## src/rtl/alu_seq_param.sv

```systemverilog
`default_nettype none
// ============================================================================
// Module   : alu_seq_param
// Summary  : Registered ALU with a valid/ready handshake on both sides. Holds
//            one operation in flight and a one-entry result register with
//            zero/negative/carry/overflow flags.
// Config   : ALU_MUL_EN -- when defined, op 10 runs an iterative shift-add
//            multiplier (WIDTH steps in a BUSY state). When undefined, op 10
//            is treated as reserved and busy is tied low.
// Revision : 1.0  initial release
// ============================================================================
module alu_seq_param #(
  parameter int WIDTH = 32
) (
  input  logic             clk,
  input  logic             rst_n,
  input  logic             in_valid,
  output logic             in_ready,
  input  logic [3:0]       op,
  input  logic [WIDTH-1:0] a,
  input  logic [WIDTH-1:0] b,
  output logic             out_valid,
  input  logic             out_ready,
  output logic [WIDTH-1:0] result,
  output logic             zero_f,
  output logic             neg_f,
  output logic             carry_f,
  output logic             ovf_f,
  output logic             busy
);

  localparam int SHW = $clog2(WIDTH);

  localparam logic [3:0] OP_ADD  = 4'd0;
  localparam logic [3:0] OP_SUB  = 4'd1;
  localparam logic [3:0] OP_AND  = 4'd2;
  localparam logic [3:0] OP_OR   = 4'd3;
  localparam logic [3:0] OP_XOR  = 4'd4;
  localparam logic [3:0] OP_SLT  = 4'd5;
  localparam logic [3:0] OP_SLL  = 4'd6;
  localparam logic [3:0] OP_SRL  = 4'd7;
  localparam logic [3:0] OP_SRA  = 4'd8;
  localparam logic [3:0] OP_SLTU = 4'd9;
  localparam logic [3:0] OP_NOR  = 4'd11;

  logic [WIDTH:0]   add_full;
  logic [WIDTH:0]   sub_full;
  logic [SHW-1:0]   shamt;
  logic [WIDTH-1:0] alu_res;
  logic             alu_c;
  logic             alu_v;

  logic             accept;
  logic             idle;
  logic             load;
  logic [WIDTH-1:0] load_res;
  logic             load_c;
  logic             load_v;

  // Single-cycle operations; carry/overflow only meaningful for ADD/SUB
  always_comb begin
    add_full = {1'b0, a} + {1'b0, b};
    // The extra top bit of the widened difference is the unsigned borrow
    sub_full = {1'b0, a} - {1'b0, b};
    shamt    = b[SHW-1:0];
    alu_res  = '0;
    alu_c    = 1'b0;
    alu_v    = 1'b0;
    case (op)
      OP_ADD: begin
        alu_res = add_full[WIDTH-1:0];
        alu_c   = add_full[WIDTH];
        alu_v   = (a[WIDTH-1] == b[WIDTH-1]) && (add_full[WIDTH-1] != a[WIDTH-1]);
      end
      OP_SUB: begin
        alu_res = sub_full[WIDTH-1:0];
        alu_c   = sub_full[WIDTH];
        alu_v   = (a[WIDTH-1] != b[WIDTH-1]) && (sub_full[WIDTH-1] != a[WIDTH-1]);
      end
      OP_AND:  alu_res = a & b;
      OP_OR:   alu_res = a | b;
      OP_XOR:  alu_res = a ^ b;
      OP_SLT:  alu_res = {{(WIDTH-1){1'b0}}, ($signed(a) < $signed(b))};
      OP_SLL:  alu_res = a << shamt;
      OP_SRL:  alu_res = a >> shamt;
      OP_SRA:  alu_res = $unsigned($signed(a) >>> shamt);
      OP_SLTU: alu_res = {{(WIDTH-1){1'b0}}, (a < b)};
      OP_NOR:  alu_res = ~(a | b);
      default: alu_res = '0;
    endcase
  end

  // A new request may land in the same cycle the held result is consumed
  assign in_ready = idle && (!out_valid || out_ready);
  assign accept   = in_valid && in_ready;

`ifdef ALU_MUL_EN
  localparam logic [3:0] OP_MUL = 4'd10;

  typedef enum logic [0:0] {
    S_IDLE = 1'b0,
    S_BUSY = 1'b1
  } state_t;

  state_t           state_q;
  state_t           state_d;
  logic [SHW-1:0]   cnt;
  logic [WIDTH-1:0] mcand;
  logic [WIDTH-1:0] mplier;
  logic [WIDTH-1:0] acc;
  logic [WIDTH-1:0] acc_step;
  logic             start_mul;
  logic             mul_done;

  assign idle      = (state_q == S_IDLE);
  assign busy      = !idle;
  assign start_mul = accept && (op == OP_MUL);
  assign mul_done  = (state_q == S_BUSY) && (cnt == SHW'(WIDTH - 1));
  assign acc_step  = acc + (mplier[0] ? mcand : '0);
  assign load      = (accept && !start_mul) || mul_done;
  assign load_res  = mul_done ? acc_step : alu_res;
  assign load_c    = mul_done ? 1'b0 : alu_c;
  assign load_v    = mul_done ? 1'b0 : alu_v;

  // FSM state register
  always_ff @(posedge clk or negedge rst_n) begin
    if (!rst_n) state_q <= S_IDLE;
    else        state_q <= state_d;
  end

  // FSM next state: IDLE until a MUL is accepted, BUSY for WIDTH steps
  always_comb begin
    state_d = state_q;
    case (state_q)
      S_IDLE:  if (start_mul) state_d = S_BUSY;
      S_BUSY:  if (mul_done)  state_d = S_IDLE;
      default: state_d = S_IDLE;
    endcase
  end

  // Shift-add multiplier: one multiplier bit consumed per BUSY cycle
  always_ff @(posedge clk or negedge rst_n) begin
    if (!rst_n) begin
      cnt    <= '0;
      mcand  <= '0;
      mplier <= '0;
      acc    <= '0;
    end else if (start_mul) begin
      cnt    <= '0;
      mcand  <= a;
      mplier <= b;
      acc    <= '0;
    end else if (state_q == S_BUSY) begin
      cnt    <= cnt + 1'b1;
      mcand  <= mcand << 1;
      mplier <= mplier >> 1;
      acc    <= acc_step;
    end
  end
`else
  assign idle     = 1'b1;
  assign busy     = 1'b0;
  assign load     = accept;
  assign load_res = alu_res;
  assign load_c   = alu_c;
  assign load_v   = alu_v;
`endif

  // One-entry result register; flags derived from the value being loaded
  always_ff @(posedge clk or negedge rst_n) begin
    if (!rst_n) begin
      out_valid <= 1'b0;
      result    <= '0;
      zero_f    <= 1'b1;
      neg_f     <= 1'b0;
      carry_f   <= 1'b0;
      ovf_f     <= 1'b0;
    end else if (load) begin
      out_valid <= 1'b1;
      result    <= load_res;
      zero_f    <= (load_res == '0);
      neg_f     <= load_res[WIDTH-1];
      carry_f   <= load_c;
      ovf_f     <= load_v;
    end else if (out_ready) begin
      out_valid <= 1'b0;
    end
  end

endmodule
`default_nettype wire

```

## config.mk

```make
export PLATFORM = sky130hd
export DESIGN_NAME = alu_seq_param
export DESIGN_NICKNAME = d
export VERILOG_FILES = /design/src/rtl/alu_seq_param.sv
export SDC_FILE = /design/constraint.sdc
export NUM_CORES = 1
export LEC_CHECK = 0
export BUFFER_PORTS_ARGS = -buffer_cell sky130_fd_sc_hd__buf_2
export CORE_ASPECT_RATIO = 0.6
export CORE_MARGIN = 4
export CORE_UTILIZATION = 30
export CTS_CLUSTER_SIZE = 30
export DETAILED_ROUTE_END_ITERATION = 8
export PLACE_DENSITY = 0.48
export REMOVE_ABC_BUFFERS = 1
export SETUP_SLACK_MARGIN = 0.3
export SYNTH_ARGS = -nofsm -noshare
export SYNTH_HDL_FRONTEND = slang
export SYNTH_SLANG_ARGS = --single-unit
```

## constraint.sdc

```tcl
create_clock -name clk -period 6.4 [get_ports clk]
set_input_delay 0.64 -clock clk [delete_from_list [all_inputs] [get_ports clk]]
set_output_delay 0.64 -clock clk [all_outputs]
set_load 0.05 [all_outputs]
```

==> results of run 1 <==
## cell usage after synthesis, drive strengths merged (11+ instances only)
cell / number
o22ai: 18
a31oi: 23
xnor2: 13
a22oi: 20
nor4: 15
inv: 99
mux2i: 70
nor2b: 18
buf: 55
o31ai: 15
dfrtp: 35
o21ai: 101
clkbuf: 98
nand2b: 19
o21bai: 11
nand4: 25
nor2: 145
nand3: 35
or3: 11
a221oi: 15
o21a: 13
a21oi: 105
mux4: 62
nor3: 49
o211ai: 35
a2111oi: 17
a211oi: 25
ha: 101
nand2: 158
mux2: 28
## final timing paths
check                                 from          to  slack (ns)  cells after the start
worst max-delay path                  b[2]      zero_f        0.36                     12
worst min-delay path                 rst_n       ovf_f        0.47                      1
worst max register to register   out_valid      zero_f        2.62                     11
worst min register to register  result[21]  result[21]        0.47                      2
max in group asynchronous            rst_n   out_valid        5.30                      1
min in group clk                result[21]  result[21]        0.47                      2
## critical path, cell delays in order
cell	delay, ns
sky130_fd_sc_hd__buf_4	0.42
sky130_fd_sc_hd__buf_4	0.64
sky130_fd_sc_hd__mux4_2	0.42
sky130_fd_sc_hd__a222oi_1	0.87
sky130_fd_sc_hd__o22ai_1	0.23
sky130_fd_sc_hd__o31ai_1	0.77
sky130_fd_sc_hd__o211ai_1	0.24
sky130_fd_sc_hd__a2111oi_0	0.57
sky130_fd_sc_hd__nand4_1	0.37
sky130_fd_sc_hd__nor3_1	0.39
sky130_fd_sc_hd__nand4_1	0.27
sky130_fd_sc_hd__o41ai_2	0.35
## cell type report
class,instances,area (sq um)
multi-input combinational,1342,10140
timing repair buffer,163,968.4
fill,4318,26190
clock buffer,5,125.1
sequential,36,902.1
inverter,101,379.1
tap,522,653.1
clock inverter,3,18.77
## power by group through the flow
stage | sequential [mW] | combinational [mW] | clock, mW
floorplan | 0.438 | 0.625 | 0
global placement | 0.292 | 1.28 | 0
detailed placement | 0.292 | 1.27 | 0
CTS | 0.289 | 1.28 | 0.279
global route | 0.294 | 1.39 | 0.292
finish | 0.288 | 1.32 | 0.270
## cell usage in the layout (no fill, tap or decap), types with 9 or more instances in the layout
cell type,Yosys,layout
sky130_fd_sc_hd__inv_1,98,98
sky130_fd_sc_hd__mux4_2,59,59
sky130_fd_sc_hd__o21bai_1,11,11
sky130_fd_sc_hd__nand2_1,158,158
sky130_fd_sc_hd__o21a_1,13,13
sky130_fd_sc_hd__o21ai_0,97,97
sky130_fd_sc_hd__nand2b_1,19,19
sky130_fd_sc_hd__nand4_1,25,25
sky130_fd_sc_hd__nor3_1,49,48
sky130_fd_sc_hd__o22a_1,10,10
sky130_fd_sc_hd__a22oi_1,20,20
sky130_fd_sc_hd__or3_1,11,11
sky130_fd_sc_hd__a221oi_1,15,15
sky130_fd_sc_hd__a31oi_1,23,23
sky130_fd_sc_hd__mux2_2,27,27
sky130_fd_sc_hd__a2111oi_0,16,16
sky130_fd_sc_hd__ha_1,101,101
sky130_fd_sc_hd__nor2_1,145,145
sky130_fd_sc_hd__and3_1,10,10
sky130_fd_sc_hd__a211o_1,10,10
sky130_fd_sc_hd__a211oi_1,25,25
sky130_fd_sc_hd__o31ai_1,15,15
sky130_fd_sc_hd__a22o_1,9,9
sky130_fd_sc_hd__a21o_1,9,9
sky130_fd_sc_hd__dfrtp_1,35,35
sky130_fd_sc_hd__nor4_1,14,13
sky130_fd_sc_hd__buf_2,28,107
sky130_fd_sc_hd__o22ai_1,18,18
sky130_fd_sc_hd__a21oi_1,105,105
sky130_fd_sc_hd__xnor2_1,13,13
sky130_fd_sc_hd__mux2i_1,70,70
sky130_fd_sc_hd__nand3_1,35,35
sky130_fd_sc_hd__o211ai_1,35,35
sky130_fd_sc_hd__nor2b_1,18,18
sky130_fd_sc_hd__buf_4,7,55
## cell families (layout without fill, tap and decap cells)
kind of cell,count (synthesis),count (layout)
buf+inv,254,272
xor+xnor,17,17
mux,160,160
compound gates,529,529
other cells,1,1
flops,36,36
simple gates,532,532
fa+ha+maj,103,103
## through the flow
stage / std cells / hold WS [ns] / cell area (sq um) / util, %
global route: 2172 / 0.5070 / 13180 / 33.48
detailed placement: 2164 / 0.4612 / 13040 / 33.12
global placement: 2164 / 0.4628 / 13040 / 33.12
CTS: 2172 / 0.4780 / 13180 / 33.48
floorplan: 1479 / 0.3444 / 11390 / -
finish: 2172 / 0.4673 / 13180 / 33.48
## metal layers
metal  up-vias  global-route usage, %
li1       6208                      -
met1      7093                  44.66
met2       969                  39.54
met3        81                  11.29
met4         2                  4.773
met5         -                      0
## flip-flops by register name (all words and copies together) (netlist names)
| register | flops |
|---|---|
| ovf_f | 1 |
| carry_f | 1 |
| result | 32 |
| out_valid | 1 |
| zero_f | 1 |
==> metrics.txt, run 1 <==
# TYPE chip_impl_metric gauge
chip_impl_metric{name="crit_path_max_fanout",unit=""} 52
chip_impl_metric{name="post_cts_buffers",unit=""} 0
chip_impl_info{name="synth_top_flop_cell",value="sky130_fd_sc_hd__dfrtp_1"} 1
chip_impl_metric{name="drt_iter0_drc",unit=""} 2128
chip_impl_metric{name="placeable_area",unit="sq mm"} 0.03938
chip_impl_metric{name="routed_wl",unit="um"} 66340
chip_impl_metric{name="postCtsResizedCells",unit=""} 0
chip_impl_info{name="synth_top_family_by_area",value="compound AO/OA/AOI/OAI gates"} 1
chip_impl_metric{name="leakage",unit="nW"} 5.461
chip_impl_metric{name="timing_max_transition_violations_final",unit=""} 0
chip_impl_metric{name="grt_start_max_net_pins",unit=""} 63
chip_impl_info{name="root_buffer",value="sky130_fd_sc_hd__clkbuf_16"} 1
chip_impl_metric{name="post-synth-top-area-fraction",unit="%"} 11.02
chip_impl_metric{name="max_slew_margin",unit="%"} 23.32
chip_impl_metric{name="detailed_route_wire_length_per_cell",unit="um"} 30.54
chip_impl_metric{name="switching_power_share_of_the_total",unit="%"} 56.27
chip_impl_metric{name="synth_adder_area_share",unit="%"} 10.81
chip_impl_metric{name="timing.final.crit_period",unit="ns"} 6.036
chip_impl_metric{name="die_w",unit="um"} 266.8
chip_impl_metric{name="place_hpwl",unit="um"} 51780
chip_impl_info{name="synth_largest_area_cell",value="sky130_fd_sc_hd__mux4_2"} 1
chip_impl_metric{name="layout_skew",unit="ns"} 0.01042
chip_impl_metric{name="synth-compound-area-share",unit="%"} 30.44
chip_impl_metric{name="synth.yosys.seq_area_share",unit="%"} 7.480
chip_impl_info{name="outcome",value="finished clean"} 1
chip_impl_info{name="endpoint_kind",value="flop"} 1
chip_impl_metric{name="power_report.internal_total",unit="mW"} 0.8191
chip_impl_metric{name="yosys.area_share.simple",unit="%"} 21.22
chip_impl_metric{name="vdd_ir_drop_max",unit="mV"} 0.09625
chip_impl_metric{name="ys_warn_count",unit=""} 0
chip_impl_metric{name="remaining_drc_errors",unit=""} 0
chip_impl_metric{name="final_stage_net_count",unit=""} 1824
chip_impl_metric{name="grt_remaining_overflow",unit=""} 0
chip_impl_metric{name="antenna_found_initial",unit=""} 1
chip_impl_metric{name="groute.usage.overall",unit="%"} 29.51
chip_impl_info{name="critical_path.startpoint_type",value="input port"} 1
chip_impl_info{name="highest_layer",value="met5"} 1
chip_impl_metric{name="period_share",unit="%"} 94.31
chip_impl_metric{name="clk_transition_reported_paths",unit="ns"} 0.06
chip_impl_metric{name="rows",unit=""} 56
chip_impl_metric{name="routed-wl-met2",unit="um"} 25350
chip_impl_metric{name="max_cap_check_violation_count",unit=""} 0
chip_impl_metric{name="vias_per_cell",unit=""} 6.608
chip_impl_metric{name="synthMuxAreaShare",unit="%"} 20.13
chip_impl_metric{name="ys_async_sr_fraction",unit="%"} 100.0
chip_impl_metric{name="cts_buffer_depth",unit=""} 2
chip_impl_metric{name="start_util",unit="%"} 30.63
chip_impl_metric{name="clock_latency",unit="ns"} 0.31
chip_impl_info{name="hp-class",value="input port to async pin"} 1
chip_impl_metric{name="synth_xor_xnor_area_share",unit="%"} 1.235
chip_impl_metric{name="clock.fmax",unit="MHz"} 165.7
chip_impl_metric{name="cts_buffers",unit=""} 5
chip_impl_metric{name="first_global_vias",unit=""} 13090
chip_impl_metric{name="detailedPlace.worstSlack",unit="ns"} 0.4541
chip_impl_metric{name="gpl.final_weighted_congestion",unit=""} 1.027
chip_impl_metric{name="areaGrowthSynthToFinish",unit="%"} 9.316
chip_impl_metric{name="p_sw",unit="mW"} 1.054
chip_impl_metric{name="ctsHtreeMaxLevel",unit=""} 2
chip_impl_metric{name="synth-edff-count",unit=""} 0
chip_impl_metric{name="hold_buffers",unit=""} 0
chip_impl_metric{name="antenna_violating_nets_post_route",unit=""} 0
chip_impl_metric{name="io_buffer_count",unit=""} 109
chip_impl_info{name="grt_setup_unrepaired",value="false"} 1
chip_impl_metric{name="register_bit_count_reported_by_yosys",unit=""} 36
chip_impl_metric{name="synth_cells",unit=""} 1632
chip_impl_metric{name="arrival",unit="ns"} 6.24
chip_impl_metric{name="worst_pin_slew",unit="ns"} 1.147
chip_impl_metric{name="io_pins",unit=""} 111
chip_impl_metric{name="post_route_cells_drive_above_1_share",unit="%"} 17.45
chip_impl_metric{name="m1WireLength",unit="um"} 30170
chip_impl_metric{name="drt-pass1-iter-count",unit=""} 6
chip_impl_metric{name="report.final.hold_viol_count",unit=""} 0
chip_impl_metric{name="setup_tns",unit="ns"} 0
chip_impl_metric{name="die_area",unit="sq mm"} 0.04358
chip_impl_metric{name="via_count",unit=""} 14350
chip_impl_metric{name="antenna_cells_inserted",unit=""} 0
chip_impl_metric{name="yosysUniqueCellTypes",unit=""} 90
chip_impl_metric{name="met3_wirelength",unit="um"} 9534
chip_impl_metric{name="finalWorstSetupSlack",unit="ns"} 0.3644
chip_impl_metric{name="cellPowerDensity",unit="mW/mm^2"} 142.1
chip_impl_metric{name="global_route_wire_length_before_repair",unit="um"} 95510
chip_impl_metric{name="synth.cell_area",unit="sq mm"} 0.01206
chip_impl_metric{name="seq_power_share",unit="%"} 15.4
chip_impl_info{name="synth.area.top_cells",value="sky130_fd_sc_hd__mux4_2, sky130_fd_sc_hd__ha_1, sky130_fd_sc_hd__dfrtp_1"} 1
chip_impl_metric{name="avgSynthCellArea",unit="sq um"} 7.390
chip_impl_metric{name="critical_path_required",unit="ns"} 6.61
chip_impl_metric{name="power_frac_clock",unit="%"} 14.4
chip_impl_metric{name="setup_viol_count_final",unit=""} 0
chip_impl_metric{name="clock-sinks",unit=""} 36
chip_impl_metric{name="die_span_y",unit="um"} 163.3
chip_impl_info{name="tritoncts",value="built"} 1
chip_impl_metric{name="comb_power_share",unit="%"} 70.2
chip_impl_info{name="critPathKind",value="input port to flop"} 1
chip_impl_metric{name="power.total",unit="mW"} 1.873
Note: power is estimated with default switching activity, not from simulation.
==> run 2, diff against run 1 <==
REMOVE_ABC_BUFFERS = default   (was 1)
==> run 2 against run 1 <==
Critical path depth is 2 higher. Worst hold slack worse by 0.020 ns. Largest cell class unchanged. Register-to-register slack better by 0.45 ns. Wire length is 1.5% lower. Power is 0.27% lower. Combinational power hardly changed. Critical endpoint unchanged. Global-route usage is 0.53 points lower. Non-clock buffer count is 9 lower. Critical path type unchanged. Die area stayed put. Clock power is 3% lower. Core utilization is 0.12 points lower. Final cell count is 0.46% lower.
==> metrics.txt, run 2 (synthesized netlist as in run 1, its figures left out) <==
# TYPE chip_impl_metric gauge
chip_impl_metric{name="comb_power_share",unit="%"} 70.6
chip_impl_metric{name="power_report.internal_total",unit="mW"} 0.8373
chip_impl_metric{name="rows",unit=""} 56
chip_impl_metric{name="max_cap_check_violation_count",unit=""} 0
chip_impl_metric{name="arrival",unit="ns"} 5.40
chip_impl_metric{name="grt_remaining_overflow",unit=""} 0
chip_impl_metric{name="grt_start_max_net_pins",unit=""} 89
chip_impl_info{name="slowest_stage_cell_crit_path",value="sky130_fd_sc_hd__o41ai_1"} 1
chip_impl_info{name="root_buffer",value="sky130_fd_sc_hd__clkbuf_16"} 1
chip_impl_info{name="setup.worst_path.start",value="a[9]"} 1
chip_impl_metric{name="period_share",unit="%"} 81.52
chip_impl_metric{name="worst_pin_slew",unit="ns"} 1.299
chip_impl_metric{name="global_route_wire_length_before_repair",unit="um"} 93910
chip_impl_metric{name="start_util",unit="%"} 30.63
chip_impl_metric{name="timing.reg2reg.setup_slack",unit="ns"} 3.07
chip_impl_metric{name="vias_per_cell",unit=""} 6.593
chip_impl_metric{name="post_cts_buffers",unit=""} 0
chip_impl_metric{name="cellPowerDensity",unit="mW/mm^2"} 142.2
chip_impl_metric{name="placeable_area",unit="sq mm"} 0.03938
chip_impl_info{name="mostFrequentLayoutCell",value="sky130_fd_sc_hd__nand2_1"} 1
chip_impl_metric{name="areaGrowthSynthToFinish",unit="%"} 8.932
chip_impl_metric{name="max_slew_margin",unit="%"} 13.10
chip_impl_info{name="path_cells",value="buf_2, inv_1, ha_1, or3_1, a211o_1, a211oi_1, o21ai_1, o41ai_1, nor3_1, a21oi_1, o221ai_1, nor4_1, nand4_1, o41ai_2"} 1
chip_impl_metric{name="largest_register_ffs",unit=""} 32
chip_impl_info{name="gate_family_responsible_for_the_most_delay_along_the_worst_path",value="compound AO/OA/AOI/OAI gates"} 1
chip_impl_metric{name="critical_path_required",unit="ns"} 6.59
chip_impl_metric{name="cp_slowest_stage_delay",unit="ns"} 0.90
chip_impl_metric{name="hold_buffers",unit=""} 0
chip_impl_metric{name="timing.final.crit_period",unit="ns"} 5.217
chip_impl_metric{name="report.final.hold_viol_count",unit=""} 0
chip_impl_metric{name="io_pins",unit=""} 111
chip_impl_metric{name="vdd_ir_drop_max",unit="mV"} 0.1206
chip_impl_metric{name="detailed_route_wire_length_per_cell",unit="um"} 30.23
chip_impl_metric{name="die_w",unit="um"} 266.8
chip_impl_metric{name="layout_skew",unit="ns"} 0.007315
chip_impl_metric{name="die_area",unit="sq mm"} 0.04358
chip_impl_metric{name="leakage",unit="nW"} 5.420
chip_impl_metric{name="groute.usage.overall",unit="%"} 28.98
chip_impl_metric{name="setup_viol_count_final",unit=""} 0
chip_impl_metric{name="setup_tns",unit="ns"} 0
chip_impl_metric{name="clock.fmax",unit="MHz"} 191.7
chip_impl_metric{name="worstRegToRegCells",unit=""} 11
chip_impl_metric{name="final.fill_count",unit=""} 4298
chip_impl_info{name="tritoncts",value="built"} 1
chip_impl_metric{name="first_global_vias",unit=""} 12890
chip_impl_metric{name="drt-pass1-iter-count",unit=""} 7
chip_impl_metric{name="total_area_of_multi_input_combinational_cells",unit="sq mm"} 0.01014
chip_impl_info{name="top_register",value="result"} 1
chip_impl_metric{name="crit_path_max_fanout",unit=""} 13
chip_impl_metric{name="io_buffer_count",unit=""} 109
chip_impl_info{name="reg2reg_from",value="out_valid"} 1
chip_impl_metric{name="postCtsResizedCells",unit=""} 0
chip_impl_metric{name="seq_power_share",unit="%"} 15.4
chip_impl_info{name="outcome",value="finished clean"} 1
chip_impl_metric{name="power_frac_clock",unit="%"} 14.0
chip_impl_info{name="critPathKind",value="input port to flop"} 1
chip_impl_metric{name="via_count",unit=""} 14260
chip_impl_metric{name="die_span_y",unit="um"} 163.3
chip_impl_info{name="critical_path.startpoint_type",value="input port"} 1
chip_impl_metric{name="clock_latency",unit="ns"} 0.29
chip_impl_metric{name="cts_buffer_depth",unit=""} 2
chip_impl_metric{name="final_stage_net_count",unit=""} 1815
chip_impl_metric{name="clk_transition_reported_paths",unit="ns"} 0.05
chip_impl_info{name="grt_setup_unrepaired",value="false"} 1
chip_impl_metric{name="cts_buffers",unit=""} 5
chip_impl_info{name="most-common-layout-cells",value="sky130_fd_sc_hd__nand2_1, sky130_fd_sc_hd__nor2_1, sky130_fd_sc_hd__buf_2"} 1
chip_impl_metric{name="critPathBufInv",unit=""} 2
chip_impl_metric{name="gpl.final_weighted_congestion",unit=""} 1.043
chip_impl_metric{name="timing_max_transition_violations_final",unit=""} 0
chip_impl_metric{name="mappedNetlistNets",unit=""} 1807
chip_impl_metric{name="p_sw",unit="mW"} 1.031
chip_impl_metric{name="antenna_found_initial",unit=""} 2
chip_impl_metric{name="final_design_area_no_fill",unit="sq mm"} 0.01314
chip_impl_metric{name="drt_iter0_drc",unit=""} 2270
chip_impl_metric{name="antenna_cells_inserted",unit=""} 0
chip_impl_metric{name="routed_wl",unit="um"} 65350
chip_impl_metric{name="clock-sinks",unit=""} 36
chip_impl_info{name="endpoint_kind",value="flop"} 1
chip_impl_metric{name="ctsHtreeMaxLevel",unit=""} 2
chip_impl_metric{name="post_route_cells_drive_above_1_share",unit="%"} 16.95
chip_impl_info{name="worst_r2r_endpoint",value="zero_f"} 1
chip_impl_metric{name="regArea",unit="sq um"} 902.1
chip_impl_metric{name="place_area",unit="sq mm"} 0.01299
chip_impl_metric{name="switching_power_share_of_the_total",unit="%"} 55.18
chip_impl_metric{name="remaining_drc_errors",unit=""} 0
chip_impl_info{name="hp-class",value="input port to async pin"} 1
chip_impl_metric{name="place_hpwl",unit="um"} 51650
chip_impl_metric{name="antenna_violating_nets_post_route",unit=""} 0
## run 2: changes by cell type in the layout (fill, tap and decap cells not counted)
cell	previous run	this run
sky130_fd_sc_hd__clkinv_2	2	0
sky130_fd_sc_hd__clkinv_4	1	0
sky130_fd_sc_hd__buf_4	55	45
sky130_fd_sc_hd__buf_12	1	2
sky130_fd_sc_hd__clkbuf_8	0	2
## run 2: metal layers
| layer | track usage (%) | share of wire (%) | vias up |
|---|---|---|---|
| li1 | - | - | 6199 |
| met1 | 45.30 | 46 | 6964 |
| met2 | 37.93 | 37 | 1023 |
| met3 | 10.84 | 15 | 65 |
| met4 | 3.262 | 1.4 | 4 |
| met5 | 0 | 0.032 | - |
## run 2: cell type report
class / instances / area share (%)
well taps: 522 / 4.971
inverters: 101 / 2.886
multi-input cells: 1342 / 77.16
repair buffers: 154 / 6.952
clock buffers: 7 / 1.162
flip-flops and latches: 36 / 6.867
## run 2: worst reg2reg max path, cell delays in order (launching register included)
cell	delay, ns
sky130_fd_sc_hd__dfrtp_1	0.37
sky130_fd_sc_hd__nand2b_1	0.12
sky130_fd_sc_hd__and2_1	0.14
sky130_fd_sc_hd__buf_4	0.32
sky130_fd_sc_hd__o211ai_1	0.23
sky130_fd_sc_hd__a211o_1	0.34
sky130_fd_sc_hd__a2111oi_0	0.42
sky130_fd_sc_hd__and4b_1	0.32
sky130_fd_sc_hd__nand4_1	0.16
sky130_fd_sc_hd__nor3_1	0.35
sky130_fd_sc_hd__nand4_1	0.16
sky130_fd_sc_hd__o41ai_2	0.31
## run 2: worst max path at each step
stage | to | cells past startpoint
finish | zero_f | 14
global route | zero_f | 14
CTS | zero_f | 14
detailed placement | zero_f | 14
global placement | zero_f | 14
floorplan | zero_f | 18
## run 2: metrics by stage
step	total power [mW]	hold slack (ns)	worst slack (ns)	utilization (%)	instances
2_1_floorplan	1.140	0.3444	1.856	-	1632
3_3_place_gp	1.569	0.4550	0.9805	32.98	2155
3_5_place_dp	1.560	0.4609	1.065	32.98	2155
4_1_cts	1.829	0.4752	1.342	33.36	2162
5_1_grt	1.960	0.5027	1.020	33.36	2162
6_report	1.868	0.4469	1.183	33.36	2162
## run 2: power by group through the flow
stage	sequential, mW	clock (mW)	combinational [mW]
after floorplan	0.434	0	0.706
after global placement	0.291	0	1.28
after CTS	0.289	0.267	1.27
after detailed placement	0.292	0	1.27
after global routing	0.295	0.283	1.38
final	0.288	0.261	1.32
==> run 3, diff against run 2 <==
clock period = 5.4 ns   (was 6.4 ns; I/O delays follow)
==> run 3 against run 2 <==
Largest cell class unchanged. Die area is the same. Critical endpoint unchanged. Register-to-register slack lost 0.83 ns. Critical path type unchanged. Combinational power grew 21%. Largest power group unchanged. Sequential share of layout area fell by 0.13 points. Sequential power is 18% higher. Worst hold slack got worse by 0.10 ns. Clock power up 18%. Clock-buffer cell count shrank 1. First-iteration DRC count is 2.3% higher.
==> metrics.txt, run 3 (synthesized netlist as in run 1, its figures left out) <==
# TYPE chip_impl_metric gauge
chip_impl_info{name="outcome",value="finished clean"} 1
chip_impl_metric{name="dp.cells",unit=""} 2181
chip_impl_info{name="busiest_layer",value="met1"} 1
chip_impl_info{name="endpoint_kind",value="flop"} 1
chip_impl_info{name="critPathMostFrequentCell",value="sky130_fd_sc_hd__nand4_1"} 1
chip_impl_metric{name="report.final.hold_viol_count",unit=""} 0
chip_impl_metric{name="worstRegToRegCells",unit=""} 10
chip_impl_info{name="slowest_stage_cell_crit_path",value="sky130_fd_sc_hd__a2111oi_4"} 1
chip_impl_metric{name="setup_viol_count_final",unit=""} 0
chip_impl_metric{name="cts_buffer_depth",unit=""} 2
chip_impl_metric{name="worstSetupPathDepth",unit=""} 14
chip_impl_metric{name="io_pins",unit=""} 111
chip_impl_metric{name="placeable_area",unit="sq mm"} 0.03938
chip_impl_metric{name="die_w",unit="um"} 266.8
chip_impl_metric{name="clock_latency",unit="ns"} 0.29
chip_impl_metric{name="first_global_vias",unit=""} 13060
chip_impl_metric{name="arrival",unit="ns"} 5.05
chip_impl_metric{name="grt.met1_usage",unit="%"} 48.56
chip_impl_metric{name="final.fill_count",unit=""} 4274
chip_impl_info{name="top_register",value="result"} 1
chip_impl_metric{name="detailedPlace.worstSlack",unit="ns"} 0.1118
chip_impl_metric{name="place_hpwl",unit="um"} 53800
chip_impl_metric{name="global_route_wire_length_before_repair",unit="um"} 96810
chip_impl_info{name="mostFrequentLayoutCell",value="sky130_fd_sc_hd__nand2_1"} 1
chip_impl_metric{name="total_area_of_multi_input_combinational_cells",unit="sq mm"} 0.01015
chip_impl_metric{name="detailed_route_wire_length_per_cell",unit="um"} 30.63
chip_impl_metric{name="vias_per_cell",unit=""} 6.590
chip_impl_metric{name="regArea",unit="sq um"} 902.1
chip_impl_info{name="most-common-layout-cells",value="sky130_fd_sc_hd__nand2_1, sky130_fd_sc_hd__nor2_1, sky130_fd_sc_hd__buf_2"} 1
chip_impl_metric{name="timing_max_transition_violations_final",unit=""} 0
chip_impl_metric{name="max_slew_margin",unit="%"} 22.75
chip_impl_info{name="worst_r2r_endpoint",value="zero_f"} 1
chip_impl_info{name="root_buffer",value="sky130_fd_sc_hd__clkbuf_16"} 1
chip_impl_metric{name="cellPowerDensity",unit="mW/mm^2"} 168.3
chip_impl_metric{name="setup_tns",unit="ns"} 0
chip_impl_metric{name="gpl.final_weighted_congestion",unit=""} 1.023
chip_impl_metric{name="period_share",unit="%"} 90.05
chip_impl_metric{name="antenna_found_initial",unit=""} 4
chip_impl_metric{name="crit_path_max_fanout",unit=""} 13
chip_impl_info{name="critical_path.startpoint_type",value="input port"} 1
chip_impl_metric{name="post_route_cells_drive_above_1_share",unit="%"} 18.36
chip_impl_info{name="grt_setup_unrepaired",value="false"} 1
chip_impl_metric{name="largest_register_ffs",unit=""} 32
chip_impl_metric{name="critical_path_required",unit="ns"} 5.59
chip_impl_info{name="hp-class",value="input port to async pin"} 1
chip_impl_metric{name="clock.fmax",unit="MHz"} 205.7
chip_impl_metric{name="areaGrowthSynthToFinish",unit="%"} 11.03
chip_impl_metric{name="layout_skew",unit="ns"} 0.006395
chip_impl_metric{name="ctsHtreeMaxLevel",unit=""} 2
chip_impl_metric{name="finalWorstSetupSlack",unit="ns"} 0.5375
chip_impl_metric{name="post_cts_buffers",unit=""} 0
chip_impl_metric{name="via_count",unit=""} 14440
chip_impl_metric{name="die_span_y",unit="um"} 163.3
chip_impl_metric{name="io_buffer_count",unit=""} 109
chip_impl_metric{name="clk_transition_reported_paths",unit="ns"} 0.06
chip_impl_metric{name="cts_buffers",unit=""} 5
chip_impl_info{name="reg2reg_from",value="out_valid"} 1
chip_impl_metric{name="finish.cell_count_without_fillers",unit=""} 2191
chip_impl_metric{name="drt_iter0_drc",unit=""} 2322
chip_impl_info{name="gate_family_responsible_for_the_most_delay_along_the_worst_path",value="compound AO/OA/AOI/OAI gates"} 1
chip_impl_metric{name="remaining_drc_errors",unit=""} 0
chip_impl_metric{name="drt-pass1-iter-count",unit=""} 5
chip_impl_metric{name="grt_remaining_overflow",unit=""} 0
chip_impl_info{name="path_cells",value="buf_2, inv_1, ha_1, a21oi_1, o32ai_1, o21ai_0, nand4_1, a2111oi_4, nand4b_1, a2111oi_0, nand4_1, nor3_1, nand4_1, o41ai_2"} 1
chip_impl_metric{name="vdd_ir_drop_max",unit="mV"} 0.1266
chip_impl_metric{name="max_cap_check_violation_count",unit=""} 0
chip_impl_metric{name="place_area",unit="sq mm"} 0.01322
chip_impl_metric{name="die_area",unit="sq mm"} 0.04358
chip_impl_metric{name="grt.met3_usage",unit="%"} 8.431
chip_impl_metric{name="cp_slowest_stage_delay",unit="ns"} 0.65
chip_impl_metric{name="critPathBufInv",unit=""} 2
chip_impl_metric{name="timing.reg2reg.setup_slack",unit="ns"} 2.24
chip_impl_metric{name="final_design_area_no_fill",unit="sq mm"} 0.01339
chip_impl_metric{name="leakage",unit="nW"} 5.554
chip_impl_metric{name="power.total",unit="mW"} 2.253
chip_impl_metric{name="rows",unit=""} 56
chip_impl_metric{name="groute.usage.overall",unit="%"} 29.82
chip_impl_info{name="tritoncts",value="built"} 1
chip_impl_metric{name="final_core_utilization",unit="%"} 34.00
chip_impl_metric{name="antenna_violating_nets_post_route",unit=""} 0
chip_impl_metric{name="final_stage_net_count",unit=""} 1841
chip_impl_info{name="critPathKind",value="input port to flop"} 1
chip_impl_metric{name="routed_wl",unit="um"} 67110
chip_impl_metric{name="hold_slack",unit="ns"} 0.3445
chip_impl_metric{name="start_util",unit="%"} 30.63
chip_impl_metric{name="grt_util_met2",unit="%"} 38.88
chip_impl_metric{name="worst_pin_slew",unit="ns"} 1.144
chip_impl_metric{name="clock-sinks",unit=""} 36
chip_impl_metric{name="mappedNetlistNets",unit=""} 1807
chip_impl_metric{name="timing.final.crit_period",unit="ns"} 4.862
chip_impl_metric{name="grt_start_max_net_pins",unit=""} 84
[run 3: cell types whose count changed in the layout (fill, tap and decap cells not counted), moves of 2 or more]
cell                         previous run  this run
sky130_fd_sc_hd__buf_4                 45        68
sky130_fd_sc_hd__diode_2                0         2
sky130_fd_sc_hd__clkinvlp_4             0         2
sky130_fd_sc_hd__buf_12                 2         5
[run 3: what timing repair did]
action	in CTS	in global routing
resized for setup	0	2
hold buffers	0	0
setup endpoints to repair	0	1
[run 3: area by class of cell]
type | count | share of cell area (%)
clock inverters | 2 | 0.1121
multi-input cells | 1342 | 75.81
clock buffers | 6 | 1.037
inverters | 101 | 2.831
flip-flops and latches | 36 | 6.737
repair buffers | 180 | 8.559
well taps | 522 | 4.878
diodes | 2 | 0.03738
[run 3: how the worst max path moves through the flow]
stage	startpoint	end	slack, ns
after floorplan	b[2]	zero_f	0.96
after global placement	b[0]	zero_f	0.11
after detailed placement	b[0]	zero_f	0.11
after CTS	b[0]	zero_f	0.38
after global routing	a[9]	zero_f	0.33
final	a[9]	zero_f	0.54
[run 3: power breakdown]
group / switching, mW / internal, mW
logic: 1.10 / 0.502
registers: 0.0239 / 0.317
clock network: 0.124 / 0.184
[run 3: metal layers]
metal / vias to the layer above / share of wire (%)
met1: 7181 / 49
met4: 4 / 1.2
met2: 942 / 37
met5: - / 0.031
met3: 55 / 13
li1: 6256 / -
[run 3: worst register-to-register path, stage by stage (launching register included)]
cell and delay (ns):
sky130_fd_sc_hd__dfrtp_1 0.37, sky130_fd_sc_hd__nand2b_1 0.12, sky130_fd_sc_hd__and2_1 0.32, sky130_fd_sc_hd__o211ai_1 0.14
sky130_fd_sc_hd__a211o_1 0.31, sky130_fd_sc_hd__a2111oi_0 0.37, sky130_fd_sc_hd__and4b_1 0.33, sky130_fd_sc_hd__nand4_1 0.21
sky130_fd_sc_hd__nor3_1 0.34, sky130_fd_sc_hd__nand4_1 0.21, sky130_fd_sc_hd__o41ai_2 0.34
